===== src/rtl/regfile_wb_ctrl.sv =====
// Writeback controller: arbitrates ALU/load results into an in-order FIFO and retires one register write per cycle.
// Optional combinational operand bypass from pending entries is enabled by defining WB_BYPASS_EN.
module regfile_wb_ctrl #(
    parameter int add_width  = 5,
    parameter int data_width = 32,
    parameter int DEPTH      = 4
) (
    input  logic                          clk,
    input  logic                          rst_n,
    input  logic                          alu_valid,
    input  logic [add_width-1:0]          alu_rd,
    input  logic [data_width-1:0]         alu_data,
    output logic                          alu_ready,
    input  logic                          mem_valid,
    input  logic [add_width-1:0]          mem_rd,
    input  logic [data_width-1:0]         mem_data,
    output logic                          mem_ready,
    input  logic                          wb_stall,
    output logic [add_width-1:0]          add_rd,
    output logic [data_width-1:0]         write_data,
    output logic                          regwrite,
    output logic [(2**add_width)-1:0]     busy_mask,
    output logic [$clog2(DEPTH):0]        count
`ifdef WB_BYPASS_EN
    ,
    input  logic [add_width-1:0]          byp_rs1,
    input  logic [add_width-1:0]          byp_rs2,
    output logic                          byp_hit1,
    output logic                          byp_hit2,
    output logic [data_width-1:0]         byp_data1,
    output logic [data_width-1:0]         byp_data2
`endif
);

    localparam int PTR_W = $clog2(DEPTH);
    localparam int CNT_W = PTR_W + 1;
    localparam int NREG  = 2 ** add_width;

    logic [add_width-1:0]  rd_mem_r   [DEPTH];
    logic [data_width-1:0] data_mem_r [DEPTH];
    logic [DEPTH-1:0]      valid_r;
    logic [PTR_W-1:0]      wr_ptr_r;
    logic [PTR_W-1:0]      rd_ptr_r;
    logic [CNT_W-1:0]      count_r;
    logic                  full_r;

    logic                  empty_s;
    logic                  push_s;
    logic                  pop_s;
    logic [add_width-1:0]  push_rd_s;
    logic [data_width-1:0] push_data_s;
    logic [CNT_W-1:0]      count_nxt_s;
    logic [NREG-1:0]       busy_s;

    // Handshake, arbitration (memory wins) and push/pop qualification.
    always_comb begin
        empty_s     = (count_r == {CNT_W{1'b0}});
        mem_ready   = !full_r;
        alu_ready   = !full_r && !mem_valid;
        pop_s       = !empty_s && !wb_stall;
        push_s      = 1'b0;
        push_rd_s   = alu_rd;
        push_data_s = alu_data;
        if (mem_valid) begin
            push_s      = !full_r;
            push_rd_s   = mem_rd;
            push_data_s = mem_data;
        end else begin
            push_s      = alu_valid && !full_r;
        end
    end

    // Next occupancy from the push/pop pair.
    always_comb begin
        case ({push_s, pop_s})
            2'b10:   count_nxt_s = count_r + CNT_W'(1);
            2'b01:   count_nxt_s = count_r - CNT_W'(1);
            default: count_nxt_s = count_r;
        endcase
    end

    // FIFO storage, pointers, occupancy and the registered full flag.
    always_ff @(posedge clk or negedge rst_n) begin
        if (!rst_n) begin
            for (int i = 0; i < DEPTH; i++) begin
                rd_mem_r[i]   <= {add_width{1'b0}};
                data_mem_r[i] <= {data_width{1'b0}};
            end
            valid_r  <= {DEPTH{1'b0}};
            wr_ptr_r <= {PTR_W{1'b0}};
            rd_ptr_r <= {PTR_W{1'b0}};
            count_r  <= {CNT_W{1'b0}};
            full_r   <= 1'b0;
        end else begin
            if (pop_s) begin
                valid_r[rd_ptr_r] <= 1'b0;
                rd_ptr_r          <= rd_ptr_r + PTR_W'(1);
            end else begin
                rd_ptr_r          <= rd_ptr_r;
            end
            // A push never lands on the slot being popped: that needs full, which blocks pushes.
            if (push_s) begin
                rd_mem_r[wr_ptr_r]   <= push_rd_s;
                data_mem_r[wr_ptr_r] <= push_data_s;
                valid_r[wr_ptr_r]    <= 1'b1;
                wr_ptr_r             <= wr_ptr_r + PTR_W'(1);
            end else begin
                wr_ptr_r             <= wr_ptr_r;
            end
            count_r <= count_nxt_s;
            full_r  <= (count_nxt_s == CNT_W'(DEPTH));
        end
    end

    // Register file write port driven from the FIFO head; x0 entries retire silently.
    always_comb begin
        if (empty_s) begin
            add_rd     = {add_width{1'b0}};
            write_data = {data_width{1'b0}};
            regwrite   = 1'b0;
        end else begin
            add_rd     = rd_mem_r[rd_ptr_r];
            write_data = data_mem_r[rd_ptr_r];
            regwrite   = !wb_stall && (rd_mem_r[rd_ptr_r] != {add_width{1'b0}});
        end
    end

    // Pending-destination mask for hazard detection.
    always_comb begin
        busy_s = {NREG{1'b0}};
        for (int i = 0; i < DEPTH; i++) begin
            if (valid_r[i]) begin
                busy_s[rd_mem_r[i]] = 1'b1;
            end else begin
                busy_s = busy_s;
            end
        end
        busy_s[0] = 1'b0;
    end

    assign busy_mask = busy_s;
    assign count     = count_r;

`ifdef WB_BYPASS_EN
    logic [PTR_W-1:0] byp_idx_s;

    // Scan oldest to youngest so the youngest matching entry overrides earlier ones.
    always_comb begin
        byp_hit1  = 1'b0;
        byp_hit2  = 1'b0;
        byp_data1 = {data_width{1'b0}};
        byp_data2 = {data_width{1'b0}};
        byp_idx_s = rd_ptr_r;
        for (int k = 0; k < DEPTH; k++) begin
            byp_idx_s = rd_ptr_r + PTR_W'(k);
            if (valid_r[byp_idx_s] && (byp_rs1 != {add_width{1'b0}}) &&
                (rd_mem_r[byp_idx_s] == byp_rs1)) begin
                byp_hit1  = 1'b1;
                byp_data1 = data_mem_r[byp_idx_s];
            end else begin
                byp_hit1  = byp_hit1;
            end
            if (valid_r[byp_idx_s] && (byp_rs2 != {add_width{1'b0}}) &&
                (rd_mem_r[byp_idx_s] == byp_rs2)) begin
                byp_hit2  = 1'b1;
                byp_data2 = data_mem_r[byp_idx_s];
            end else begin
                byp_hit2  = byp_hit2;
            end
        end
    end
`endif

endmodule


===== config.mk =====
export PLATFORM = sky130hd
export DESIGN_NAME = regfile_wb_ctrl
export DESIGN_NICKNAME = d
export VERILOG_FILES = /design/src/rtl/regfile_wb_ctrl.sv
export SDC_FILE = /design/constraint.sdc
export NUM_CORES = 1
export LEC_CHECK = 0
export BUFFER_PORTS_ARGS = -buffer_cell sky130_fd_sc_hd__buf_2
export CAP_MARGIN = 0
export CORE_MARGIN = 2
export CORE_UTILIZATION = 45
export DETAILED_ROUTE_END_ITERATION = 7
export PLACE_DENSITY = 0.66
export SLEW_MARGIN = 20
export SYNTH_ARGS = -nofsm -noshare
export SYNTH_HDL_FRONTEND = slang
export SYNTH_SLANG_ARGS = --single-unit

===== constraint.sdc =====
create_clock -name clk -period 2.7 [get_ports clk]
set_clock_uncertainty 0.2 [all_clocks]
set_input_delay 0.405 -clock clk [delete_from_list [all_inputs] [get_ports clk]]
set_output_delay 0.405 -clock clk [all_outputs]
set_load 0.02 [all_outputs]

# After elaboration in Yosys (flattened, before gate mapping)
# Cells that the tools add are included.
# totals
register_bits	160
latch_bits	0
ram_bits	0
mem_bits_ro	0
output_inout_bits	75
elab_cells	97
n_memories	0
# classes
add_sub_neg	4
n_mul	0
n_div	0
n_lt_le_gt_ge	15
n_eq_ne	3
shifts	0
muxes	37
n_bitwise	8
reduce_logical	17
# ops
operator	count
$mux 32	9
$bwmux 128	1
$or 32x32->32	3
$bmux 32 s2	1
$demux 32 s2	1
$mux 5	5
$lt 5x6->1 const B	4
$bwmux 20	1
$demux 1 s5	4
$ge 5x1->1 const B	4
$logic_and 1x1->1	11
$bmux 5 s2	1
$demux 5 s2	1
$mux 1	8
$mux 4	2
$ge 3x3->1 const B	2
$lt 2x3->1 const B	2
$not 2->3	2
$pmux 3 s2	1
$reduce_bool 5->1	1
$add 2x1->2 const B	2
$and 4x4->4	1
$demux 1 s2	2
$ge 2x1->1 const B	2
10 further kinds	13

# Longest topological paths before layout
# logic_depth
ltp_word	11
depth_mapped	9
ltp_nobuf	8

# Worst setup path before layout
# No wires, ideal clock.
# synth_timing
path_type	reg2reg
from	reg count_r[0], in the netlist count[0]
to	reg full_r
setup_ns	0.094
arrival_ns	2.162
required_time_ns	2.406
setup_slack_ns	0.244
path_stages_with_launch	9
synth_period_minus_slack_ns	2.456
cell_sequence	dfrtp_1 -> nor3_1 -> nor2_1 -> ha_1 -> inv_1 -> fa_1 -> xor2_1 -> or3_1 -> a211oi_1
# synth_between
elab_chain_cells	6
# synth_rtl
element	line	rtl
start, declared	44	logic [CNT_W-1:0] count_r;
start signal, assigned	92	count_r <= {CNT_W{1'b0}};
start signal, assigned	110	count_r <= count_nxt_s;
$logic_not 3->1 *	57	empty_s = (count_r == {CNT_W{1'b0}});
$logic_not 1->1 *	60	pop_s = !empty_s && !wb_stall;
$logic_and 1x1->1 *	60	
net pop_s	49	logic pop_s;
$eq 2x1->1 / $eq 2x2->1 (equally long branches)	75	case ({push_s, pop_s})
$pmux 3 s2 *	75	
$eq 3x3->1 *	111	full_r <= (count_nxt_s == CNT_W'(DEPTH));
end signal, assigned	111	
end, declared	45	logic full_r;
# The timed path passes the listed nets; every way through them passes the cells marked *.
# A chain may end at the register's enable or synchronous reset.

# Worst setup path in the final report
# layout_timing
from	reg rd_ptr_r[0]
to	out regwrite
# layout_between
elab_chain_cells	7
# layout_rtl
element	line	rtl
start, declared	43	logic [PTR_W-1:0] rd_ptr_r;
start signal, assigned	91	rd_ptr_r <= {PTR_W{1'b0}};
start signal, assigned	97	rd_ptr_r <= rd_ptr_r + PTR_W'(1);
start signal, assigned	99	rd_ptr_r <= rd_ptr_r;
$not 2->3 (implied by the code)	124	regwrite = !wb_stall && (rd_mem_r[rd_ptr_r] != {add_width{1'b0}});
$bmux 5 s2	124	
$mux 5 (implied by the code) (2 in a row)	124	
$reduce_bool 5->1	124	
$logic_and 1x1->1	124	
$mux 1	117	if (empty_s) begin
end, declared	21	output logic regwrite,
# No other way between the ends. The select of a mux whose other input is x is not followed.

==> results.py <==
metrics = {
    "final_layout": {
        "nets": 889,
        "final_cells": 1072,
        "fill_cells": 1574,
        "seq_area_um2": 4010,
        "area_growth_pct": 22.1,
        "multiInputGateArea_um2": 4440,
        "drive_above_1_share_pct": 56.7,
        "antenna_cells": 0,
    },
    "floorplanning": {
        "dieArea_um2": 20400,
        "coreArea_um2": 18800,
        "die_h_um": 143,
        "num_io_pins": 154,
        "start_util_pct": 46.0,
        "die_w_um": 143,
        "placementRows": 50,
    },
    "power": {
        "p_per_area_nw_per_um2": 1420,
        "leakage_nw": 4.61,
        "p_int_mw": 8.98,
        "swShare_pct": 40.3,
        "power_frac_seq_pct": 29.7,
        "clkPwrFrac_pct": 15.2,
        "ir_drop_v": 0.000644,
        "p_comb_share_pct": 55.1,
        "switching_power_mw": 6.07,
    },
    "place": {
        "post-place-ws_ps": 155,
        "post-dp-hpwl_mm": 14.8,
        "io_buffers": 152,
        "globalplace.congestion": 0.821,
        "placed_cells": 1034,
    },
    "global_routing": {
        "antenna_found_initial": 0,
        "grt_pass1_wl_mm": 35.3,
        "grt_max_degree": 76,
        "grt_pass1_vias": 6546,
        "grt.total_usage_pct": 22.5,
        "grt-ovfl-total": 0,
    },
    "logic_synthesis": {
        "ys_types": 41,
        "synth_edf_count": 0,
        "yosys_most_used_dff": "dfrtp_1",
        "seq_area_frac_synth_pct": 46.2,
        "async_reset_ff_share_pct": 100,
        "synth_seq_cells": 160,
        "synth_area_um2": 8670,
        "postSynthAreaPerCell_um2": 13.4,
        "netlist_instances": 647,
        "ys_warn_count": 0,
        "syn-num-nets": 736,
    },
    "clocking": {
        "cts_tree": "yes",
        "clockBufferDepth": 2,
        "clkLatencyLatePin_ps": 410,
        "cts_sinks": 160,
        "numCtsBuffers": 17,
        "root_buffer": "clkbuf_16",
        "cts_max_level": 4,
        "clk_pin_slew_ps": 60,
    },
    "worst_setup_path": {
        "r2r_slack_ps": 350,
        "reg2reg_from": "full_r",
        "crit_type": "reg2out",
        "reg2reg_depth": 8,
        "worstPathRequired_ps": 2100,
        "cp_slowest_cell": "or4_4",
        "cp-start-kind": "register",
        "worstPathArrival_ps": 2270,
        "critical_path_peak_fanout": 5,
        "cp_cell_sequence": "mux4_2 > or4_4 > o21a_1 > buf_6",
        "critPathCaptureType": "primary output",
        "reg2reg_to": "full_r",
        "slowest_delay_ps": 560,
    },
    "detailed_routing": {
        "drt-total-wl_mm": 22.3,
        "vias_per_cell": 5.72,
        "drt_iter0_drc": 335,
        "first_pass_iters": 5,
        "route.vias.total": 6133,
        "ant_nets": 0,
        "route.detailed.drc": 0,
        "routedWlPerCell_um": 20.8,
    },
    "sta": {
        "fmax_mhz": 348,
        "min_period_ps": 2870,
        "finalSetupViolations": 17,
        "worst_slack_ps": -172,
        "rsz0062_at_grt": "yes",
        "holdWs_ps": 118,
        "slew_headroom_pct": 50.7,
        "timing.final.crit_share_pct": 106,
        "hold_viol": 0,
        "worst_slew_pin_slew_ps": 740,
        "slew_viol_final": 0,
    },
    "min_path": {
        "holdPathStages": 3,
        "hp-class": "in2reg",
        "min_to": "valid_r[3]",
        "min_from": "wb_stall",
    },
    "run_status": {
        "violations": "negative setup slack",
        "outcome": "finished, violations left",
    },
    "run": {
        "drv_cap": 0,
    },
}
[power by group through the flow]
stage | logic (mW) | registers, mW | clock network (mW)
finish | 8.29 | 4.47 | 2.28
detailed placement | 7.96 | 4.49 | 0
floorplan | 5.73 | 4.19 | 0
global route | 8.84 | 4.60 | 2.44
CTS | 8.28 | 4.44 | 2.32
global placement | 7.81 | 4.34 | 0
[layout make-up]
class / count / share of cell area [%]
Clock buffer: 17 / 4.02
Multi-Input combinational cell: 422 / 41.9
Tap cell: 260 / 3.07
Sequential cell: 160 / 37.9
Timing Repair Buffer: 186 / 11.4
Inverter: 13 / 0.461
Clock inverter: 14 / 1.27
[cells in the mapped netlist (all sizes together), types with 5 or more instances]
master	number	area share (%)
inv	13	0.56
a221o	5	0.58
o221ai	23	2.3
buf	25	1.5
nand3b	10	0.87
nor2b	41	3.0
o22ai	8	0.58
or3	6	0.43
a22oi	22	1.9
mux4	37	9.7
dfrtp	160	46
nor2	8	0.35
nand2	16	0.69
ha	9	1.3
nor4bb	6	0.69
mux2	186	24
clkbuf	27	1.2
and4b	6	0.69
[metrics by stage]
step / instance area, um2 / util [%] / TNS [ps] / total power, mW
after global routing: 10600 / 56.2 / -3060 / 15.9
after global placement: 9840 / 52.2 / 0 / 12.2
final: 10600 / 56.2 / -1270 / 15.0
after detailed placement: 9840 / 52.2 / 0 / 12.4
after floorplan: 8670 / - / 0 / 9.91
after CTS: 10500 / 55.9 / -2560 / 15.0
[per-layer routing]
layer | up-vias | routed length [um] | global-route usage [%]
met5 | - | 0 | 0
met4 | 0 | 339 | 6.57
met2 | 233 | 11100 | 38.0
met3 | 30 | 1170 | 4.09
li1 | 2758 | - | -
met1 | 3112 | 9640 | 29.7
[state kept, by name, summed over array words and instances (netlist names)]
signal,count
full_r,1
data_mem_r,128
wr_ptr_r,2
rd_ptr_r,2
count,3
valid_r,4
rd_mem_r,20
[cell families (layout without fill, tap and decap cells)]
kind of cell    count (synthesis)  after routing  synth area share [%]
compound gates                 68             68                  6.23
flops                         160            160                  46.2
fa+ha+maj                      10             10                  1.53
xor+xnor                        4              4                 0.404
buf+inv                        65            230                  3.26
other cells                     1              1                0.0433
mux                           224            224                  33.9
simple gates                  115            115                  8.41
[timing repair]
action,in CTS,in global routing
resized for setup,5,11
endpoints found under the hold margin,73,0
endpoints found under the setup margin,34,51
gates cloned,3,0
pin swaps,0,0
setup buffers,3,0
hold buffers,1,0
[critical path, delay by kind of cell, from the launching register on]
family	cells	cell delay (ps)
simple gates	1	560
mux	1	530
flops	1	440
compound gates	1	190
buf+inv	1	130
[worst max path at each step]
stage | endpoint | slack, ps | depth (start not counted) | start
after global routing | regwrite | -220 | 4 | rd_ptr_r[0]
after CTS | regwrite | -180 | 4 | rd_ptr_r[0]
after floorplan | full_r | 240 | 8 | count[0]
final | regwrite | -170 | 4 | rd_ptr_r[0]
after global placement | regwrite | 180 | 4 | rd_ptr_r[0]
after detailed placement | regwrite | 160 | 4 | rd_ptr_r[0]
[cell usage in the layout, fill, tap and decap left out, types with 8 or more instances in the layout]
master,synthesis,final
mux2_2,186,186
dfrtp_1,160,157
buf_2,19,150
nor2b_1,41,40
mux4_2,36,37
o221ai_1,23,23
a22oi_1,22,22
buf_4,2,21
clkbuf_16,0,17
inv_1,13,13
nand2_1,16,12
nand3b_1,10,10
ha_1,9,9
nor2_1,8,8
o22ai_1,8,8
No activity file was read; power rests on OpenSTA's default activity.
